**src/rtl/opb_regbank_ppc2simulink.sv**
```systemverilog
// OPB slave register bank. Software writes shadow words; live words go to user logic
// either on a commit write (atomic mode) or directly (non-atomic mode).
module opb_regbank_ppc2simulink #(
  parameter logic [31:0] C_BASEADDR   = 32'h00000000,
  parameter logic [31:0] C_HIGHADDR   = 32'h000000FF,
  parameter int          C_OPB_AWIDTH = 32,
  parameter int          C_OPB_DWIDTH = 32,
  parameter int          C_NUM_REGS   = 4,
  parameter int          C_ATOMIC     = 1,
  parameter              C_FAMILY     = "virtex5"
) (
  input  logic                      OPB_Clk,
  input  logic                      OPB_Rst,
  input  logic [0:31]               OPB_ABus,
  input  logic [0:3]                OPB_BE,
  input  logic [0:31]               OPB_DBus,
  input  logic                      OPB_RNW,
  input  logic                      OPB_select,
  input  logic                      OPB_seqAddr,
  output logic [0:31]               Sl_DBus,
  output logic                      Sl_errAck,
  output logic                      Sl_retry,
  output logic                      Sl_toutSup,
  output logic                      Sl_xferAck,
  output logic [32*C_NUM_REGS-1:0]  user_data_out,
  output logic [C_NUM_REGS-1:0]     user_update
);

  localparam logic [31:0] SPAN   = C_HIGHADDR - C_BASEADDR;
  localparam logic [29:0] W_CTRL = 30'(C_NUM_REGS);
  localparam logic [29:0] W_STAT = 30'(C_NUM_REGS + 1);
  localparam int unused_family_len = $bits(C_FAMILY);

  // Handshake FSM: one ACK cycle per hit; select is not sampled while in ACK.
  // Valid/ready view: OPB_select is the request, Sl_xferAck is the one-cycle
  // completion; a request still asserted after ACK starts a new transfer.
  typedef enum logic {IDLE = 1'b0, ACK = 1'b1} state_t;
  state_t state_q, state_d;

  // Plain vector assignment maps OPB bit 0 onto the MSB (user bit 31).
  logic [C_OPB_AWIDTH-1:0] abus;
  logic [C_OPB_DWIDTH-1:0] dbus;
  logic [3:0]              be;
  assign abus = OPB_ABus;
  assign dbus = OPB_DBus;
  assign be   = OPB_BE;

  logic [32:0] offset;
  logic        hit;
  assign offset = {1'b0, abus} - {1'b0, C_BASEADDR};
  assign hit    = OPB_select && !offset[32] && (offset[31:0] <= SPAN);

  logic                  unused_ok;
  assign unused_ok = &{1'b0, OPB_seqAddr, offset[1:0]};

  // Transfer captured on the hit edge, consumed at the end of the ACK cycle.
  logic [29:0] word_q;
  logic        rnw_q;
  logic [31:0] data_q;
  logic [3:0]  be_q;

  logic [31:0]           shadow_q [C_NUM_REGS];
  logic [31:0]           live_q   [C_NUM_REGS];
  logic [C_NUM_REGS-1:0] pending_q;
  logic [C_NUM_REGS-1:0] update_q;
  logic [15:0]           commit_count_q;

  logic [31:0] sel_shadow;
  logic [31:0] merged;
  logic [31:0] rd_data;
  logic [15:0] pend16;

  always_comb begin
    state_d = state_q;
    case (state_q)
      IDLE:    if (hit) state_d = ACK;
      ACK:     state_d = IDLE;
      default: state_d = IDLE;
    endcase
  end

  always_comb begin
    sel_shadow = '0;
    for (int i = 0; i < C_NUM_REGS; i++) begin
      if (word_q == 30'(i)) sel_shadow = shadow_q[i];
    end
    merged = sel_shadow;
    for (int b = 0; b < 4; b++) begin
      if (be_q[b]) merged[8*b +: 8] = data_q[8*b +: 8];
    end
    pend16 = '0;
    pend16[C_NUM_REGS-1:0] = pending_q;
    rd_data = '0;
    if (word_q < W_CTRL) rd_data = sel_shadow;
    else if (word_q == W_STAT) rd_data = {commit_count_q, pend16};
  end

  always_ff @(posedge OPB_Clk) begin
    if (OPB_Rst) begin
      state_q        <= IDLE;
      word_q         <= '0;
      rnw_q          <= 1'b0;
      data_q         <= '0;
      be_q           <= '0;
      pending_q      <= '0;
      update_q       <= '0;
      commit_count_q <= '0;
      for (int i = 0; i < C_NUM_REGS; i++) begin
        shadow_q[i] <= '0;
        live_q[i]   <= '0;
      end
    end else begin
      state_q  <= state_d;
      update_q <= '0;
      if (state_q == IDLE && hit) begin
        word_q <= offset[31:2];
        rnw_q  <= OPB_RNW;
        data_q <= dbus;
        be_q   <= be;
      end
      if (state_q == ACK && !rnw_q) begin
        for (int i = 0; i < C_NUM_REGS; i++) begin
          if (word_q == 30'(i)) begin
            shadow_q[i] <= merged;
            if (C_ATOMIC != 0) begin
              pending_q[i] <= 1'b1;
            end else begin
              live_q[i]   <= merged;
              update_q[i] <= 1'b1;
            end
          end
        end
        if (word_q == W_CTRL && data_q[0]) begin
          commit_count_q <= commit_count_q + 16'd1;
          if (C_ATOMIC != 0) begin
            for (int i = 0; i < C_NUM_REGS; i++) begin
              if (pending_q[i]) begin
                live_q[i]   <= shadow_q[i];
                update_q[i] <= 1'b1;
              end
            end
            pending_q <= '0;
          end
        end
      end
    end
  end

  for (genvar g = 0; g < C_NUM_REGS; g++) begin : g_out
    assign user_data_out[32*g +: 32] = live_q[g];
  end

  assign user_update = update_q;
  assign Sl_xferAck  = (state_q == ACK);
  assign Sl_DBus     = (state_q == ACK && rnw_q) ? rd_data : 32'h0;
  assign Sl_errAck   = 1'b0;
  assign Sl_retry    = 1'b0;
  assign Sl_toutSup  = 1'b0;

endmodule

```
**config.mk**
```make
export PLATFORM = sky130hd
export DESIGN_NAME = opb_regbank_ppc2simulink
export DESIGN_NICKNAME = d
export VERILOG_FILES = /design/src/rtl/opb_regbank_ppc2simulink.sv
export SDC_FILE = /design/constraint.sdc
export NUM_CORES = 1
export LEC_CHECK = 0
export ABC_AREA = 1
export CORE_UTILIZATION = 30
export DETAILED_ROUTE_END_ITERATION = 8
export GPL_TIMING_DRIVEN = 0
export HOLD_SLACK_MARGIN = 0.1
export PLACE_DENSITY = 0.55
export SETUP_SLACK_MARGIN = 0.3
export SYNTH_ARGS = -nofsm -noshare
export SYNTH_HDL_FRONTEND = slang
export SYNTH_SLANG_ARGS = --single-unit
```
**constraint.sdc**
```tcl
create_clock -name OPB_Clk -period 4 [get_ports OPB_Clk]
set_clock_uncertainty 0.05 [all_clocks]
set_input_delay 0.6 -clock OPB_Clk [delete_from_list [all_inputs] [get_ports OPB_Clk]]
set_output_delay 0.6 -clock OPB_Clk [all_outputs]
set_load 0.01 [all_outputs]
```
==> flow_metrics.py, run 1 <==
metrics = {
    "grt": {
        "track_usage_pct": 18.6,
        "globalRouteOverflowTotal": 0,
        "antenna_found_initial": 1,
        "grt_pass1_vias": 12200,
        "grt_pass1_wl_mm": 73.6,
        "grt_max_degree": 33,
    },
    "route": {
        "drt_wl_total_mm": 50.2,
        "vias": 12200,
        "ant_nets": 0,
        "drt_iter0_markers": 934,
        "avgRoutedWirePerCell_microns": 19.1,
        "dr.pass1.iters": 5,
        "via_per_inst": 4.65,
        "route.detailed.drc": 0,
    },
    "min_path": {
        "worstHoldPathType": "primary input to flip-flop",
        "hold_depth": 2,
    },
    "placement": {
        "dp_hpwl_mm": 39.1,
        "dpl-instance-area_sq_um": 19200,
        "gp_congestion": 0.903,
        "io_buffer_count": 233,
    },
    "synthesis": {
        "async_flop_share_pct": 0,
        "synth.cell_area_sq_um": 15800,
        "synth_fa_ha_area_share_pct": 0.0794,
        "synth_seq_area_share_pct": 60.4,
        "synth_mux_area_share_pct": 0,
        "yosys_register_bits": 348,
        "synth_top_family_by_area": "simple AND/OR/NAND/NOR gates",
        "synth-edff-count": 256,
        "yosys_warnings": 0,
        "synth.top_cell.area_share_pct": 48.8,
        "synth_area_leaders": "edfxtp_1 (49%), dfxtp_1 (12%), nor2_1 (7.3%)",
        "ys_types": 48,
        "avgSynthCellArea_sq_um": 9.71,
        "synthCells": 1624,
        "synth_flop_cell": "edfxtp_1",
        "synth_xor_area_share_pct": 0.222,
        "synth_compound_area_share_pct": 5.94,
        "synth_top_cell_by_area": "edfxtp_1",
        "yosys.area_share.simple_pct": 24.5,
    },
    "cells_and_area": {
        "final_area_sq_um": 21000,
        "syn2layout_area_growth_pct": 33.0,
        "final_common_cell": "nor2_1",
        "final_cell_mix": "nor2_1 (300), edfxtp_1 (256), clkdlybuf4s50_1 (218), inv_1 (208), nand2_1 (149)",
        "fin_nets": 1990,
        "fin_util_pct": 40.6,
        "final_layout_size_suffix_gt1_share_pct": 18.3,
        "n_antenna_cell": 0,
    },
    "floorplan": {
        "num_io_pins": 241,
        "dieWidth_microns": 231,
        "initial_core_util_pct": 30.5,
        "die_y_microns": 231,
        "die-area_sq_um": 53500,
        "row_count": 83,
        "core_area_sq_um": 51600,
    },
    "sta": {
        "fin_crit_sh_pct": 91.6,
        "tns_ps": 0,
        "min_period_ps": 3670,
        "slew_violations": 0,
        "fmax_mhz": 273,
        "rsz0062_at_grt": "true",
        "setup_viol": 0,
        "worstMarginPinSlew_ps": 1040,
        "hold_viol": 0,
        "relSlewSlack_pct": 30.4,
    },
    "cts": {
        "cts_root_buffer": "clkbuf_16",
        "clockBufferDepth": 3,
        "cts_max_level": 2,
        "cts.clk_slew.worst_paths_ps": 60,
        "hold_buffers": 0,
        "cts_inserted_buffers": 39,
        "clock_sinks": 348,
        "tritoncts": "yes",
        "clock_latency_ps": 560,
    },
    "setup_path": {
        "startpoint_type": "flip-flop",
        "arrival_ps": 3020,
        "critical_path_class": "flip-flop to primary output",
        "required_ps": 3350,
        "crit_path_end_kind": "primary output",
        "reg2reg_depth": 11,
        "worstPathMaxFanout": 10,
    },
    "power_and_ir_drop": {
        "power.density_nw_per_um2": 397,
        "ir_worst_vdd_mv": 0.234,
        "power_mw": 8.33,
        "p_leak_nw": 8.27,
    },
    "job": {
        "cap_violations": 0,
    },
    "status": {
        "status": "completed",
    },
}
[state kept, by name, summed over array words and instances, names as in the netlist]
signal,flops
Sl_xferAck,1
be_q,4
commit_count_q,16
data_q,32
live_q,128
pending_q,4
rnw_q,1
shadow_q,128
user_update,4
word_q,30
[Yosys cell counts (2+ instances only)]
cell type	number
a211oi_2	5
nor2_4	13
nand3_2	4
a2bb2oi_1	11
inv_2	12
nor3b_1	2
a31oi_1	2
buf_6	22
nor2_1	307
edfxtp_1	256
nand2_4	4
nor4_1	5
nand2_2	19
o211ai_1	16
inv_1	208
nor3_1	28
buf_4	7
buf_1	6
or2_2	31
nor3_2	11
xor2_1	3
clkbuf_1	24
nand3_1	125
nor2_2	76
nand2_1	154
buf_2	25
a21oi_1	31
dfxtp_1	92
and3_1	2
nand4_1	18
o21ai_0	84
o21ai_1	5
[what timing repair did]
| action | CTS | global route |
|---|---|---|
| setup buffers | 3 | 7 |
| resized for setup | 54 | 41 |
| pin swaps | 5 | 10 |
| cloned | 0 | 1 |
| endpoints found under the setup margin | 31 | 25 |
[stage by stage]
step,hold slack (ps),worst slack (ps),std cells
final,341,335,2626
after global routing,340,172,2626
after CTS,324,246,2618
after detailed placement,394,363,2544
after global placement,390,-1760,2539
after floorplan,379,209,1626
[final timing paths]
check / from / to / slack (ps)
max reg2reg: word_q[28] / shadow_q[3][5] / 1110
max: word_q[22] / Sl_DBus[5] / 330
min reg2reg: word_q[8] / word_q[8] / 400
min: OPB_Rst / Sl_xferAck / 340
[routing by layer]
metal	routed length, microns	track usage [%]
met5	13	0
met4	1320	6.81
met3	3480	3.37
met2	23700	30.4
met1	21700	24.5
[kinds of logic (layout without fill, tap and decap cells)]
family	count (synthesis)	in the layout
buffers and inverters	308	627
AO/OA/AOI/OAI	158	158
adder cells (fa/ha/maj)	1	1
flip-flops	348	348
other	1	3
AND/OR/NAND/NOR	804	805
XOR/XNOR	4	4
[where the power goes]
group / switching, mW / internal, mW / total, mW
registers: 0.0405 / 3.95 / 3.99
logic: 0.217 / 0.177 / 0.393
clock network: 1.49 / 2.46 / 3.95
[critical path: stages (launching register included)]
cell and delay [ps]:
dfxtp_1 310, nor2_1 150, nand2_1 90, nor2_2 150
nand2_4 130, inv_2 130, buf_8 190, buf_6 180
nand3_1 90, nand3_1 180, nand2_1 110, a2bb2oi_1 180
clkdlybuf4s50_1 580
[area by class of cell]
cell class	count	area, sq um
Fill cell	5057	30600
Sequential cell	348	9530
Multi-Input combinational cell	971	5130
Timing Repair Buffer	248	2580
Clock buffer	59	1230
Inverter	224	856
Tap cell	680	851
Buffer	84	594
Clock inverter	12	188
Power figures use the tool's default switching activity.
==> run 2, diff against run 1 <==
Settings changed: CORE_ASPECT_RATIO set to 0.75, PLACE_DENSITY 0.55 to 0.53.
Clock period 4 ns to 4.6 ns, I/O delays scaled along.
==> run 2 against run 1 <==
  * First-iteration DRC count up 16%
  * Clock power down 21%
  * Register-to-register slack better by 610 ps
  * Global-route usage up 0.74 points
  * Sequential power down 13%
  * Non-clock buffer count down 8
  * Wire length up 4.0%
  * Critical path type unchanged
  * Core utilization down 1.0 points
  * Highest routed layer is now met4
  * Design area down 2.3%
  * Largest cell class unchanged
  * Hold slack better by 63 ps
  * Combinational power down 13%
==> flow_metrics.py, run 2 (synthesized netlist as in run 1, its figures left out) <==
metrics = {
    "status": {
        "status": "completed",
    },
    "sta": {
        "setup_viol": 0,
        "hold_ws_ps": 404,
        "fmax_mhz": 237,
        "worstMarginPinSlew_ps": 977,
        "relSlewSlack_pct": 34.9,
        "min_period_ps": 4220,
        "hold_viol": 0,
        "rsz0062_at_grt": "false",
        "slew_violations": 0,
        "fin_crit_sh_pct": 91.7,
    },
    "job": {
        "cap_violations": 0,
    },
    "placement": {
        "dp_hpwl_mm": 40.3,
        "gp_congestion": 0.917,
        "io_buffer_count": 233,
    },
    "grt": {
        "grt_pass1_wl_mm": 76.2,
        "grt_pass1_vias": 12000,
        "track_usage_pct": 19.3,
        "grt_max_degree": 33,
        "antenna_found_initial": 0,
        "globalRouteOverflowTotal": 0,
    },
    "cts": {
        "clock_latency_ps": 560,
        "clockBufferDepth": 3,
        "cts_max_level": 2,
        "cts.clk_slew.worst_paths_ps": 60,
        "postCtsSetupBuffers": 0,
        "clock_sinks": 348,
        "cts_inserted_buffers": 39,
        "cts_root_buffer": "clkbuf_16",
        "hold_buffers": 0,
        "tritoncts": "yes",
    },
    "power_and_ir_drop": {
        "power_mw": 6.93,
        "p_leak_nw": 7.82,
        "ir_worst_vdd_mv": 0.221,
        "power.density_nw_per_um2": 338,
    },
    "setup_path": {
        "cp-startpoint": "word_q[1]",
        "reg2reg_depth": 10,
        "worstPathMaxFanout": 10,
        "critical_path_class": "flip-flop to primary output",
        "crit_path_end_kind": "primary output",
        "startpoint_type": "flip-flop",
        "timing.rr.start": "word_q[18]",
        "arrival_ps": 3480,
        "required_ps": 3860,
    },
    "cells_and_area": {
        "fin_util_pct": 39.6,
        "final_common_cell": "nor2_1",
        "final_layout_size_suffix_gt1_share_pct": 16.2,
        "n_antenna_cell": 0,
        "final_cell_mix": "nor2_1 (307), edfxtp_1 (256), clkdlybuf4s50_1 (233), inv_1 (208), nand2_1 (151)",
        "reg_top3": "live_q (128), shadow_q (128), data_q (32)",
        "fin_nets": 1981,
        "syn2layout_area_growth_pct": 29.9,
    },
    "route": {
        "route.detailed.drc": 0,
        "avgRoutedWirePerCell_microns": 19.8,
        "via_per_inst": 4.69,
        "vias": 12400,
        "dr.pass1.iters": 7,
        "drt_wl_total_mm": 52.2,
        "drt_iter0_markers": 1083,
        "ant_nets": 0,
    },
    "min_path": {
        "hold_depth": 2,
        "min_from": "word_q[18]",
        "worstHoldPathType": "flip-flop to flip-flop",
    },
    "floorplan": {
        "num_io_pins": 241,
        "row_count": 72,
        "die-area_sq_um": 53500,
        "core_area_sq_um": 51700,
        "die_y_microns": 201,
        "initial_core_util_pct": 30.5,
        "dieWidth_microns": 267,
    },
}
run 2: cell types whose count changed in the layout (fill, tap and decap cells not counted), sizes merged:
| cell | delta |
|---|---|
| buf | -9 |
| bufinv | -3 |
| clkbuf | -5 |
| clkdlybuf4s50 | +15 |
| clkinv | +6 |
| clkinvlp | +2 |
| dlygate4sd2 | -7 |
| dlymetal6s2s | -8 |
| nor2 | -1 |
run 2: final timing paths:
check | to | slack, ps
min reg2reg | word_q[18] | 400
max reg2reg | shadow_q[3][28] | 1720
min | word_q[18] | 400
max | Sl_DBus[4] | 380
run 2: cell type report:
cell class / count / area, sq um
Clock inverter: 17 / 154
Timing Repair Buffer: 240 / 2480
Sequential cell: 348 / 9530
Buffer: 84 / 542
Inverter: 224 / 853
Clock buffer: 53 / 1110
Tap cell: 703 / 880
Multi-Input combinational cell: 970 / 4930
Fill cell: 5174 / 31200
run 2: what timing repair did:
item | 4_1_cts | 5_1_grt
hold endpoints to repair | 0 | 0
gates resized for setup | 0 | 5
endpoints found under the setup margin | 0 | 8
run 2: where the power goes:
part           switching [mW]  leakage, nW  internal [mW]
registers              0.0352         3.40           3.43
logic                   0.190         3.80          0.153
clock network            1.31        0.620           1.81
total                    1.54         7.82           5.39
run 2: worst max-delay path: stages (launching register included):
cell and delay, ps:
dfxtp_1 290, buf_4 180, inv_4 90, nand4_1 210, clkinv_1 350, buf_2 320, nand3_1 110, nand3_1 220
nand2_1 160, a2bb2oi_1 370, clkdlybuf4s50_1 620
run 2: per-stage QoR:
step           setup slack (ps)  cells  setup TNS, ps  instance area (sq um)
5_1_grt                     303   2639              0                  20500
6_report                    384   2639              0                  20500
4_1_cts                     382   2639              0                  20500
2_1_floorplan               757   1626              0                  15800
3_3_place_gp              -1460   2562        -197170                  19000
3_5_place_dp                917   2569              0                  19200
run 2: routing by layer:
metal  routed length [microns]  global-route usage [%]  part of all wire [%]
met2                     22700                    29.2                    43
met1                     24300                    28.5                    47
met3                      4550                    4.26                   8.7
met5                         0                       0                     0
met4                       695                    3.49                   1.3
==> run 3, diff against run 2 <==
Settings changed: MAX_ROUTING_LAYER set to met4.
==> run 3 against run 2 <==
  * Core utilization fell by 0.17 points
  * Setup slack improved by 98 ps
  * Hold slack got worse by 1.4 ps
  * Highest routed layer unchanged
  * Register-to-register slack barely moved
  * Cell count barely moved
  * Largest power group unchanged
  * Sequential share of layout area rose by 0.20 points
  * Power fell by 2.8%
  * Clock power fell by 6.4%
  * Global-route usage rose by 0.73 points
==> flow_metrics.py, run 3 (synthesized netlist as in run 1, its figures left out) <==
metrics = {
    "route": {
        "avgRoutedWirePerCell_microns": 19.9,
        "route.detailed.drc": 0,
        "via_per_inst": 4.63,
        "vias": 12200,
        "drt_wl_total_mm": 52.4,
        "drt_iter0_markers": 1017,
        "ant_nets": 0,
        "dr.pass1.iters": 5,
    },
    "setup_path": {
        "r2r_setup_slack_ps": 1720,
        "arrival_ps": 3380,
        "max_stage_delay_ps": 640,
        "reg2reg_depth": 10,
        "crit_chain": "inv_2, nand2_1, nor2_1, nand2_2, nor2_8, nand3_2, inv_1, buf_2, a2bb2oi_1, clkdlybuf4s50_1",
        "required_ps": 3860,
        "critical_path_class": "flip-flop to primary output",
        "cpMaxStageDelayCell": "clkdlybuf4s50_1",
        "worstPathMaxFanout": 10,
        "startpoint_type": "flip-flop",
        "timing.rr.start": "word_q[3]",
        "cp-startpoint": "word_q[3]",
        "crit_path_end_kind": "primary output",
    },
    "power_and_ir_drop": {
        "p_sw_mw": 1.47,
        "ir_worst_vdd_mv": 0.203,
        "share_seq_of_total_power_pct": 51.5,
        "internal-power_mw": 5.27,
        "power.density_nw_per_um2": 330,
        "p_leak_nw": 7.77,
        "power_mw": 6.73,
        "p_clk_share_pct": 43.4,
        "power_frac_comb_pct": 5.1,
        "netSwitchingFraction_pct": 21.8,
    },
    "sta": {
        "hold_viol": 0,
        "fmax_mhz": 243,
        "rsz0062_at_grt": "true",
        "slew_violations": 0,
        "min_period_ps": 4120,
        "fin_crit_sh_pct": 89.5,
        "setup_viol": 0,
        "worstMarginPinSlew_ps": 1050,
        "relSlewSlack_pct": 30.3,
        "tns_ps": 0,
    },
    "cells_and_area": {
        "syn2layout_area_growth_pct": 29.3,
        "reg_top3": "live_q (128), shadow_q (128), data_q (32)",
        "n_antenna_cell": 0,
        "final_common_cell": "nor2_1",
        "fin_nets": 1980,
        "final_layout_size_suffix_gt1_share_pct": 15.8,
        "final_cell_mix": "nor2_1 (307), edfxtp_1 (256), clkdlybuf4s50_1 (233), inv_1 (208), nand2_1 (151)",
    },
    "grt": {
        "antenna_found_initial": 0,
        "globalRouteOverflowTotal": 0,
        "grt_max_degree": 33,
        "grt_pass1_wl_mm": 76.2,
        "track_usage_pct": 20.1,
        "grt_pass1_vias": 11900,
    },
    "min_path": {
        "hold_depth": 2,
        "min_from": "word_q[18]",
        "worstHoldPathType": "flip-flop to flip-flop",
    },
    "floorplan": {
        "die_y_microns": 201,
        "initial_core_util_pct": 30.5,
        "dieWidth_microns": 267,
        "core_area_sq_um": 51700,
        "num_io_pins": 241,
        "row_count": 72,
        "die-area_sq_um": 53500,
    },
    "cts": {
        "postCtsSetupBuffers": 0,
        "cts_max_level": 2,
        "cts.clk_slew.worst_paths_ps": 50,
        "cts_root_buffer": "clkbuf_16",
        "clock_sinks": 348,
        "clock_latency_ps": 560,
        "cts_inserted_buffers": 38,
        "tritoncts": "yes",
        "clockBufferDepth": 3,
    },
    "status": {
        "status": "completed",
    },
    "placement": {
        "io_buffer_count": 233,
        "dp_hpwl_mm": 40.4,
        "gp_congestion": 0.932,
    },
    "job": {
        "cap_violations": 0,
    },
}
## run 3: cell type report
cell class	count	area [sq um]
clock buffers	59	1120
clock inverters	9	47.5
repair buffers	240	2490
fillers	5290	31300
plain buffers	84	542
inverters	224	853
multi-input cells	970	4920
well taps	703	880
flip-flops and latches	348	9530
## run 3: worst paths after layout
check / to
max: Sl_DBus[12]
min: word_q[18]
max reg2reg: shadow_q[3][25]
min reg2reg: word_q[18]
## run 3: timing repair
| item | in CTS | in global routing |
|---|---|---|
| hold buffers | 0 | 0 |
| resized for setup | 0 | 4 |
| endpoints found under the setup margin | 0 | 12 |
## run 3: layer usage
| layer | part of all wire [%] | up-vias | GRT usage (%) |
|---|---|---|---|
| li1 | - | 5890 | - |
| met1 | 47 | 5784 | 28.7 |
| met2 | 43 | 480 | 28.9 |
| met3 | 8.0 | 68 | 3.93 |
| met4 | 2.2 | 0 | 5.21 |
| met5 | 0 | - | - |
## run 3: per-stage QoR
step / utilization (%) / cell area, sq um / setup WS, ps / std cells / hold slack [ps]
after floorplan: - / 15800 / 757 / 1626 / 379
after global placement: 36.7 / 19000 / -1450 / 2562 / 392
after detailed placement: 37.1 / 19200 / 872 / 2569 / 395
after CTS: 39.4 / 20400 / 313 / 2637 / 404
after global routing: 39.4 / 20400 / 272 / 2637 / 420
final: 39.4 / 20400 / 482 / 2637 / 403
## run 3: power groups by stage
stage	sequential, mW	combinational (mW)	clock (mW)
global placement	3.55	0.323	0
finish	3.47	0.343	2.92
global route	3.47	0.369	3.10
floorplan	3.55	0.108	0
CTS	3.47	0.346	2.99
detailed placement	3.53	0.346	0
## run 3: worst max-delay path: cells and delay by family, from the launching register on
kind,cells,cell delay [ps]
simple gates,5,930
buf+inv,4,1120
flops,1,300
compound gates,1,470
